===== config.mk =====
export PLATFORM = sky130hd
export DESIGN_NAME = mmio_timer_bank
export DESIGN_NICKNAME = d
export VERILOG_FILES = /design/src/rtl/mmio_timer_bank.sv
export SDC_FILE = /design/constraint.sdc
export NUM_CORES = 1
export LEC_CHECK = 0
export CAP_MARGIN = 20
export CORE_MARGIN = 4
export CORE_UTILIZATION = 53
export DETAILED_ROUTE_END_ITERATION = 6
export GPL_ROUTABILITY_DRIVEN = 0
export PLACE_DENSITY_LB_ADDON = 0.25
export SLEW_MARGIN = 0
export SYNTH_ARGS = -nofsm -noshare
export SYNTH_HDL_FRONTEND = slang
export SYNTH_SLANG_ARGS = --single-unit

===== constraint.sdc =====
create_clock -name clk -period 2.3 [get_ports clk]
set_input_delay 0.46 -clock clk [delete_from_list [all_inputs] [get_ports clk]]
set_output_delay 0.46 -clock clk [all_outputs]
set_load 0.1 [all_outputs]

===== src/rtl/mmio_timer_bank.sv =====
// Bank of memory-mapped timers. Each channel has a reload value, a counter, control/status
// and a prescaler. The read mux is combinational; writes land on the clock edge.
module mmio_timer_bank #(
  parameter int unsigned NUM_TIMERS     = 2,
  parameter int unsigned TIMER_WIDTH    = 32,
  parameter int unsigned PRESCALE_WIDTH = 8,
  parameter logic [31:0] BASE_ADDR      = 32'h4000_0000
) (
  input  logic                  clk,
  input  logic                  reset,
  input  logic                  mem_read,
  input  logic                  mem_write,
  input  logic [31:0]           addr,
  input  logic [31:0]           wr_data,
  output logic [31:0]           rd_data,
  output logic                  rd_hit,
  output logic [NUM_TIMERS-1:0] irq,
  output logic                  interrupt
);

  localparam logic [31:0] SPAN = 32'(16 * NUM_TIMERS);

  logic [31:0] offset;
  logic        hit;
  logic [2:0]  sel_ch;
  logic [1:0]  sel_reg;
  logic [31:0] rd_regs [NUM_TIMERS][4];
  logic        unused_mem_read;

  assign unused_mem_read = mem_read;
  assign offset          = addr - BASE_ADDR;
  assign hit             = (addr[1:0] == 2'b00) && (addr >= BASE_ADDR) && (offset < SPAN);
  assign sel_ch          = offset[6:4];
  assign sel_reg         = offset[3:2];
  assign rd_hit          = hit;

  for (genvar gi = 0; gi < NUM_TIMERS; gi++) begin : g_ch
    logic [TIMER_WIDTH-1:0]    th_q, th_d, tl_q, tl_d;
    logic [PRESCALE_WIDTH-1:0] presc_q, presc_d, pc_q, pc_d;
    logic                      en_q, en_d, ien_q, ien_d, pend_q, pend_d, os_q, os_d;
    logic                      wsel, tick, ovf;

    assign wsel = mem_write && hit && (sel_ch == 3'(gi));
    assign tick = en_q && (pc_q == presc_q);
    assign ovf  = tick && (tl_q == '1);

    always_comb begin
      th_d    = th_q;
      tl_d    = tl_q;
      presc_d = presc_q;
      en_d    = en_q;
      ien_d   = ien_q;
      pend_d  = pend_q;
      os_d    = os_q;
      pc_d    = '0;

      if (tick) tl_d = ovf ? th_q : tl_q + TIMER_WIDTH'(1);
      if (ovf) begin
        pend_d = 1'b1;
        if (os_q) en_d = 1'b0;
      end

      if (wsel && sel_reg == 2'd0) th_d = wr_data[TIMER_WIDTH-1:0];
      if (wsel && sel_reg == 2'd1) tl_d = wr_data[TIMER_WIDTH-1:0];
      // W1C of pending yields to a same-cycle overflow so no event is dropped
      if (wsel && sel_reg == 2'd2) begin
        en_d  = wr_data[0];
        ien_d = wr_data[1];
        os_d  = wr_data[3];
        if (wr_data[2] && !ovf) pend_d = 1'b0;
      end
      if (wsel && sel_reg == 2'd3) presc_d = wr_data[PRESCALE_WIDTH-1:0];

      if (!(wsel && sel_reg == 2'd3) && en_d && en_q && !tick)
        pc_d = pc_q + PRESCALE_WIDTH'(1);
    end

    always_ff @(posedge clk or negedge reset) begin
      if (!reset) begin
        th_q    <= '0;
        tl_q    <= '0;
        presc_q <= '0;
        pc_q    <= '0;
        en_q    <= 1'b0;
        ien_q   <= 1'b0;
        pend_q  <= 1'b0;
        os_q    <= 1'b0;
      end else begin
        th_q    <= th_d;
        tl_q    <= tl_d;
        presc_q <= presc_d;
        pc_q    <= pc_d;
        en_q    <= en_d;
        ien_q   <= ien_d;
        pend_q  <= pend_d;
        os_q    <= os_d;
      end
    end

    assign rd_regs[gi][0] = 32'(th_q);
    assign rd_regs[gi][1] = 32'(tl_q);
    assign rd_regs[gi][2] = {28'b0, os_q, pend_q, ien_q, en_q};
    assign rd_regs[gi][3] = 32'(presc_q);
    assign irq[gi]        = pend_q & ien_q;
  end

  always_comb begin
    rd_data = '0;
    if (hit) begin
      for (int unsigned i = 0; i < NUM_TIMERS; i++) begin
        if (sel_ch == 3'(i)) rd_data = rd_regs[i][sel_reg];
      end
    end
  end

  assign interrupt = |irq;

endmodule

Word-level counts from Yosys, hierarchy flattened
Index checks and enable logic that the tools add are counted.
Word-level totals
  bits in registers: 168
  bits in latches: 0
  memory bits (writable): 0
  ROM bits: 0
  word-level logic and storage cells: 101
  memories kept: 0
Cells by class
  add/sub/neg operators: 5
  $mul: 0
  div/mod/pow operators: 0
  order comparisons: 3
  equal/unequal tests: 8
  shift-type cells: 0
  muxes and demuxes: 29
  bitwise operators: 3
  reduce and logical (&&, ||, !) cells: 37
Operators by type and width (count)
  32-bit two-way mux: 13
  32-bit binary-select mux with 2-bit select: 2
  32-bit by 1-bit adder with 32-bit output (second input constant): 2
  32-bit equality test (second input constant): 2
  32-bit by 31-bit greater-or-equal comparator with 1-bit output (second input constant): 1
  32-bit by 6-bit < comparator with 1-bit output (second input constant): 1
  32-bit by 31-bit subtractor with 32-bit output (second input constant): 1
  1-bit logical AND: 25
  8-bit by 1-bit adder with 8-bit output (second input constant): 2
  8-bit equality test: 2
  8-bit two-way mux: 2
  1-bit two-way mux: 12
  1-bit zero test: 6
  2-bit equality test (second input constant): 2
  2-bit zero test: 2
  2-bit nonzero test: 2
  3-bit by 1-bit equality test with 1-bit output (second input constant): 1
  3-bit greater-or-equal comparator (second input constant): 1
  3-bit zero test: 1
  2-bit NOT with 3-bit output: 1
  1-bit AND: 2
  2-bit by 1-bit equality test with 1-bit output (second input constant): 1
  2-bit OR reduction: 1

Longest topological paths before layout
  depth in word-level cells: 11
  gate-level depth with buffers: 10
  gate-level depth less buffers: 7

Worst setup path before layout
No wires, ideal clock.
  path type: input-to-output
  start point: input port addr[2]
  end point: output port rd_data[31]
  arrival: 2.951 ns
  required time: 1.840 ns
  path slack: -1.111 ns
  stages: 7
  path buffers: 3
  cells stage by stage: clkbuf_1 -> buf_2 -> clkbuf_1 -> mux2i_1 -> o21ai_0 -> o21ai_0 -> nor2_1
On the way
  word-level cells in the longest chain between the ends: 8
  elaborated cells on any way between the ends: 17
RTL lines
  from (decl): RTL line 13  | input logic [31:0] addr,
  branches (longest 7 deep; another with 32-bit by 31-bit subtractor with 32-bit output)
  32-bit two-way mux (*): RTL line 109  | if (hit) begin
  to (decl): RTL line 15  | output logic [31:0] rd_data,
Mark *: on every way between the ends. The select of a mux whose other input is x is not followed.

Worst setup path in the final report
  start point: input port addr[22]
  end point: output port rd_data[14]
On the way
  word-level cells in the longest chain between the ends: 4
  elaborated cells on any way between the ends: 6
RTL lines
  32-bit by 31-bit subtractor with 32-bit output or 32-bit by 31-bit greater-or-equal comparator with 1-bit output (tied branches): RTL line 31, 32
  32-bit by 6-bit < comparator with 1-bit output or 1-bit logical AND (tied branches): RTL line 32  | assign hit = (addr[1:0] == 2'b00) && (addr >= BASE_ADDR) && (offset < SPAN);
  1-bit logical AND (*): RTL line 32
  32-bit two-way mux (*): RTL line 109
Mark *: on every way between the ends. The rest lies on a longest branch, timed or not.

==> results_dict.tcl <==
set metrics [dict create \
    outcome "finished, violations left" \
    violations_in_the_final_reports "setup timing" \
    worst-setup-path-type "in2out" \
    max_buffers_root_to_sink 2 \
    worst_ep_required_time_ns 1.84 \
    timing.reg2reg.worst_path_depth 7 \
    r2r_setup_slack_ns 0.08 \
    grt_pass1_wl_um 53700 \
    leakagePower_nw 6.30 \
    syn_area_per_cell_um2 9.44 \
    detail_route.wl_per_cell_um 21.7 \
    via_total_after_detailed_routing 10100 \
    leading_cell_type_in_the_layout_fill_and_taps_excluded "sky130_fd_sc_hd__dfrtp_1" \
    gr-total-overflow 0 \
    largest_net_degree_at_the_start_of_global_routing 58 \
    layout.filler_cells 1419 \
    yosysWarnings 0 \
    rsz0062_at_grt "true" \
    numPortBuffers 102 \
    tritoncts_buffer_count 17 \
    synth-async-reset-ratio 1.00 \
    synth_cell_type_count 74 \
    finalNetCount 1387 \
    drive_above_1_share 0.295 \
    ff_latch_area_mm2 0.00422 \
    synth_enable_flop_cells 0 \
    worst_path_max_delay_cell "sky130_fd_sc_hd__or2_4" \
    route.detailed.drc 0 \
    netlist.area_leader.share 0.395 \
    highest_attainable_clock_frequency_mhz 415 \
    cts-root-buf "sky130_fd_sc_hd__clkbuf_16" \
    syn_to_final_growth_pct 34.3 \
    timing.critical_path.from_type "primary input" \
    max-vdd-ir-drop_v 0.000460 \
    synth_area_leaders "sky130_fd_sc_hd__dfrtp_1 39%, sky130_fd_sc_hd__mux2i_1 5.8%, sky130_fd_sc_hd__mux2_1 5.5%, sky130_fd_sc_hd__nor2_1 4.3%, sky130_fd_sc_hd__mux2_2 4.1%" \
    min_period_over_period 1.05 \
    critical_path_buf_inv_count 4 \
    cts_tree "built" \
    dominant_register_cell_in_the_synthesized_netlist "sky130_fd_sc_hd__dfrtp_1" \
    min_period_ns 2.41 \
    power.density_cell_area_mw_per_mm2 438 \
    portion_of_the_post_synthesis_area_used_by_sequential_elements 0.395 \
    layout_setup_ws_ns -0.112 \
    number_of_diodes 0 \
    vias_per_inst 6.32 \
    synth_area_leader_cell "sky130_fd_sc_hd__dfrtp_1" \
    final-max-slew-violation-count 0 \
    drt-total-wl_um 34600 \
    clkSlewWorstSetupHoldPaths_ns 0.07 \
    dp_slack_ns -0.451 \
    std_cell_rows 51 \
    floorplan.io_pins 104 \
    timing.critical_path.cells "buf_2 > nor4_4 > nand4_1 > or2_4 > buf_6 > buf_12 > nor2_4 > buf_12" \
    cap_violations 0 \
    clock-sinks 168 \
    r2r-end "g_ch[0].tl_q[2]" \
    min_hold_slack_ns 0.505 \
    worst_slew_margin_rel 0.533 \
    crit_end_element "output pin" \
    synthCells 1128 \
    critical_path.reg2reg.startpoint "g_ch[0].tl_q[26]" \
    crit_end "rd_data[14]" \
    dp_hpwl_um 24800 \
    worstPathMaxFanout 6 \
    syn-cell-area_mm2 0.0106 \
    first_global_vias 9753 \
    iteration_0_drc_markers 992 \
    core_area_mm2 0.0196 \
    worst_skew_pair.late_latency_ns 0.45 \
    max_stage_delay_ns 0.34 \
    effective_utilization_at_floorplan 0.544 \
    dieHeight_um 150 \
    critPathTopFamily "simple AND/OR/NAND/NOR gates" \
    ant_nets 0 \
    antenna_found_initial 0 \
    die_area_mm2 0.0224 \
    start_point_of_the_critical_path "addr[22]" \
    worst_slew_pin_slew_ns 0.698 \
    report.final.hold_viol_count 0 \
    critical_path.most_common_cell "sky130_fd_sc_hd__buf_12" \
    total_power_mw 6.27 \
    dr.pass1.iters 5 \
    most-common-layout-cells "155 x sky130_fd_sc_hd__dfrtp_1, 122 x sky130_fd_sc_hd__buf_4, 88 x sky130_fd_sc_hd__nor2_1, 81 x sky130_fd_sc_hd__nand2_1, 77 x sky130_fd_sc_hd__o21ai_0" \
    clock_skew_ns 0.0112 \
    setup-violations-final 26 \
    htree_num_levels 4 \
    cp.arrival_ns 1.95 \
    ys_ff_latch 168 \
    area_occupied_by_multi_input_gates_mm2 0.00638 \
    hp-class "in2async" \
    syn_nets 1200 \
    die_w_um 150 \
    crit_cells 8 \
    grt_util_all_layers 0.309 \
]
## per-layer routing
| metal | vias to the layer above | wire [um] | global-route usage |
|---|---|---|---|
| met2 | 532 | 16600 | 0.500 |
| met3 | 104 | 2690 | 0.0518 |
| met1 | 4899 | 13800 | 0.411 |
| li1 | 4521 | - | - |
| met4 | 0 | 1510 | 0.135 |
| met5 | - | 0 | 0 |
## logic make-up (layout without fill, tap and decap cells)
family          after synthesis  count (layout)  synth area share
buf+inv                     103             302            0.0484
fa+ha+maj                     4               4           0.00470
simple gates                392             392             0.192
mux                         161             161             0.171
xor+xnor                     50              50            0.0411
flops                       168             168             0.395
compound gates              250             250             0.148
## timing repair
item,4_1_cts,5_1_grt
resized for setup,112,54
hold endpoints to repair,39,0
hold buffers,1,0
setup endpoints to repair,33,63
pin swaps,19,25
buffers inserted,14,19
cloned,3,0
## worst min-delay path by stage
stage                                 from          endpoint  cells past startpoint
after floorplan                      reset      g_ch[0].en_q                      0
after global placement               reset  g_ch[0].tl_q[28]                      1
after detailed placement             reset  g_ch[0].tl_q[28]                      1
after CTS                 g_ch[0].th_q[23]  g_ch[0].th_q[23]                      1
after global routing       g_ch[1].th_q[9]   g_ch[1].th_q[9]                      1
final                                reset  g_ch[0].tl_q[28]                      2
## registers in the layout, indices dropped and copies added, names as in the netlist
signal,cells
g_ch.en_q,2
g_ch.ien_q,2
g_ch.os_q,2
g_ch.pc_q,16
g_ch.pend_q,2
g_ch.presc_q,16
g_ch.th_q,64
g_ch.tl_q,64
## through the flow
stage	cell area, um^2	instances	TNS [ns]	util
finish	14300	1592	-1.58	0.730
global route	14300	1592	-2.99	0.730
CTS	14100	1575	-2.66	0.720
detailed placement	13300	1527	-71.49	0.680
global placement	13300	1527	-65.37	0.680
floorplan	11000	1128	-7.58	-
## worst reg2reg max path, stage by stage, from the launching register on
cell,delay [ns]
sky130_fd_sc_hd__dfrtp_1,0.43
sky130_fd_sc_hd__nand3_1,0.20
sky130_fd_sc_hd__nor4_1,0.48
sky130_fd_sc_hd__buf_4,0.22
sky130_fd_sc_hd__nand3_2,0.25
sky130_fd_sc_hd__o2111ai_1,0.28
sky130_fd_sc_hd__o21ai_0,0.13
sky130_fd_sc_hd__o21ai_0,0.15
## synth_stat cells, drive strengths merged (3+ instances only)
cell	n
xor2	28
nand4	31
o21ai	93
a41oi	4
or4	3
and4	8
a31oi	16
a2111oi	3
xnor2	22
a22oi	18
a211o	7
and2	11
nand3	61
o22a	4
nor3	17
mux2i	62
o211ai	17
mux2	91
a211oi	5
a21oi	44
o21a	3
nor2	128
mux4	8
inv	19
o2111ai	4
nand2	82
and3	25
o22ai	3
buf	40
nor4	15
or3	4
dfrtp	168
ha	4
a21o	4
clkbuf	43
o31ai	9
## power by group
group	leakage, nW	internal, mW	switching [mW]
clock network	0.269	1.43	1.36
logic	3.94	0.218	0.314
registers	2.09	2.95	0.000132
total	6.30	4.60	1.68
## layout make-up
type                            count  share of cell area
Clock buffer                       17              0.0297
Clock inverter                     14             0.00927
Inverter                           20             0.00612
Multi-Input combinational cell    857               0.446
Sequential cell                   168               0.295
Tap cell                          265              0.0232
Timing Repair Buffer              251               0.191
Note: power is estimated with default switching activity, not from simulation.
==> edit: new RTL, same settings <==
Register the outputs `rd_hit` and `interrupt`, cleared by the reset; this adds one clock of latency there. The other outputs are not delayed to match.
--- a/src/rtl/mmio_timer_bank.sv
+++ b/src/rtl/mmio_timer_bank.sv
@@ -32,7 +32,6 @@
   assign hit             = (addr[1:0] == 2'b00) && (addr >= BASE_ADDR) && (offset < SPAN);
   assign sel_ch          = offset[6:4];
   assign sel_reg         = offset[3:2];
-  assign rd_hit          = hit;
 
   for (genvar gi = 0; gi < NUM_TIMERS; gi++) begin : g_ch
     logic [TIMER_WIDTH-1:0]    th_q, th_d, tl_q, tl_d;
@@ -113,6 +112,14 @@
     end
   end
 
-  assign interrupt = |irq;
+  always_ff @(posedge clk or negedge reset) begin
+    if (!reset) begin
+      rd_hit    <= '0;
+      interrupt <= '0;
+    end else begin
+      rd_hit    <= hit;
+      interrupt <= |irq;
+    end
+  end
 
 endmodule
Function: changed (a bounded check fails within 4 cycles, from zero or initial values and one cycle with reset low).
==> edit against the unedited design <==
The flow still finishes with violations (setup timing); wire length up 13%; final cell count is 1.3% higher; critical path depth increased by 4; design area is 4.6% higher; worst setup slack got worse by 0.035 ns; core utilization increased by 3.1 points; die area is 0.45% higher; area after synthesis is 0.47% higher; total power grew 3.6%; sequential cell count up 2; via count increased by 4.7%.
==> edit: results (changes against the unedited design) <==
Synthesis
  • Register area share after synthesis: 39.8% (+0.28 points)
  • Commonest cells post-synth: 170 x dfrtp_1, 123 x nor2_1, 85 x o21ai_0
  • Syn nets: 1,202 (+0.17%)
  • Top post-synthesis cells by area: dfrtp_1 40%, mux2i_1 5.8%, mux2_1 5.5%

Power
  • Leak Pwr: 0.00649 µW (+3.0%)
  • Switching power: 1730 µW (+3.3%)

GRT
  • First-pass GRT wire length: 57,700 µm (+7.5%)
  • GR Util met1: 42.2% (+1.1 points)
  • Number of antenna violations at the first check in global routing: 1 (+1)
  • Vias in the first global route: 10,300 (+5.9%)
  • Met3 Use GR: 5.72% (+0.55 points)
  • M2 GR Usage: 53.8% (+3.8 points)
  • GRT Total Usage: 33.1% (+2.2 points)

Place
  • DP HPWL: 24,900 µm (+0.44%)
  • Post-Place Setup Slack: -0.516 ns (-0.0657 ns)

Cells and area
  • Layout cells sized above 1: 34.0% (+4.6 points)

Routing
  • Drt wl/cell: 24.3 µm (+12%)
  • DR vias: 10,500 (+4.7%)
  • 1st-pass router iterations: 6 (+1)
  • Iter 0 DRT Violations: 1,441 (+45%)

Status
  • Violated checks: setup timing
  • Status: finished with violations

Timing
  • Final Skew: 0.0105 ns (-0.000659 ns)
  • Setup_tns: -6.75 ns (-5.17 ns)
  • Slew of the pin with the lowest slew margin: 0.585 ns (-0.113 ns)
  • Final Setup Violations: 81 (+210%)
  • Worst setup margin: -0.147 ns (-0.0354 ns)

Clocking
  • Reg clk slew, reported paths: 0.07 ns (about the same)

Worst setup path
  • Worst Setup SP: addr[1]
  • Reg2Reg Launch Point: g_ch[1].tl_q[0]
  • CP endpoint: g_ch[0].th_q[17]
==> edit: layout make-up <==
class	count	area, µm²
clock inverters	14	153
well taps	265	332
repair buffers	266	3040
multi-input cells	858	6670
clock buffers	18	429
flip-flops and latches	170	4260
diodes	1	2.50
inverters	20	77.6
fillers	1298	4690
==> edit: power groups by stage <==
stage	combinational, µW	sequential (µW)	clock [µW]
3_5_place_dp	507	3050	0
2_1_floorplan	167	3050	0
6_report	579	2990	2930
5_1_grt	600	2990	3060
3_3_place_gp	506	3050	0
4_1_cts	552	2990	2930
==> edit: cells by family (layout without fill, tap and decap cells) <==
family          Yosys count  count (layout)  share of synthesized area [%]
flops                   170             170                           39.8
buf+inv                 103             318                           4.82
other cells               0               1                              0
xor+xnor                 50              50                           4.09
compound gates          250             250                           14.7
fa+ha+maj                 4               4                          0.468
mux                     161             161                           17.1
simple gates            392             393                           19.1
==> edit: worst min-delay path by stage <==
| stage | cells after the start | start | end | slack [ns] |
|---|---|---|---|---|
| 2_1_floorplan | 0 | reset | g_ch[0].en_q | 0.16 |
| 3_3_place_gp | 1 | reset | g_ch[0].tl_q[26] | 0.40 |
| 3_5_place_dp | 1 | reset | g_ch[0].tl_q[26] | 0.40 |
| 4_1_cts | 2 | reset | g_ch[0].tl_q[26] | 0.51 |
| 5_1_grt | 2 | reset | g_ch[0].tl_q[26] | 0.53 |
| 6_report | 2 | reset | g_ch[0].tl_q[26] | 0.50 |
==> edit: metrics by stage <==
stage	cells	hold slack (ns)	area (µm²)
2_1_floorplan	1130	0.164	11100
3_3_place_gp	1531	0.400	13300
3_5_place_dp	1531	0.399	13300
4_1_cts	1595	0.511	14400
5_1_grt	1611	0.528	15000
6_report	1612	0.501	15000
==> edit: per-layer routing <==
layer	wire (µm)	part of all wire (%)
met2	18500	47
met3	3860	9.8
met5	0	0
met4	2340	6.0
met1	14500	37
==> edit: worst max-delay path, cell delays in order <==
cell       delay (ns)
buf_2            0.11
nor4_4           0.27
nand4_1          0.20
buf_4            0.21
or2_4            0.26
buf_4            0.16
buf_4            0.14
inv_4            0.08
nand2_8          0.07
nor2_8           0.25
clkbuf_16        0.22
mux2_2           0.33
==> edit: repair_timing <==
item,4_1_cts,5_1_grt
buffers inserted,24,9
gates resized for setup,153,99
setup endpoints to repair,102,140
hold endpoints to repair,35,0
gates cloned,7,7
pin swaps,26,15
hold buffers,1,0
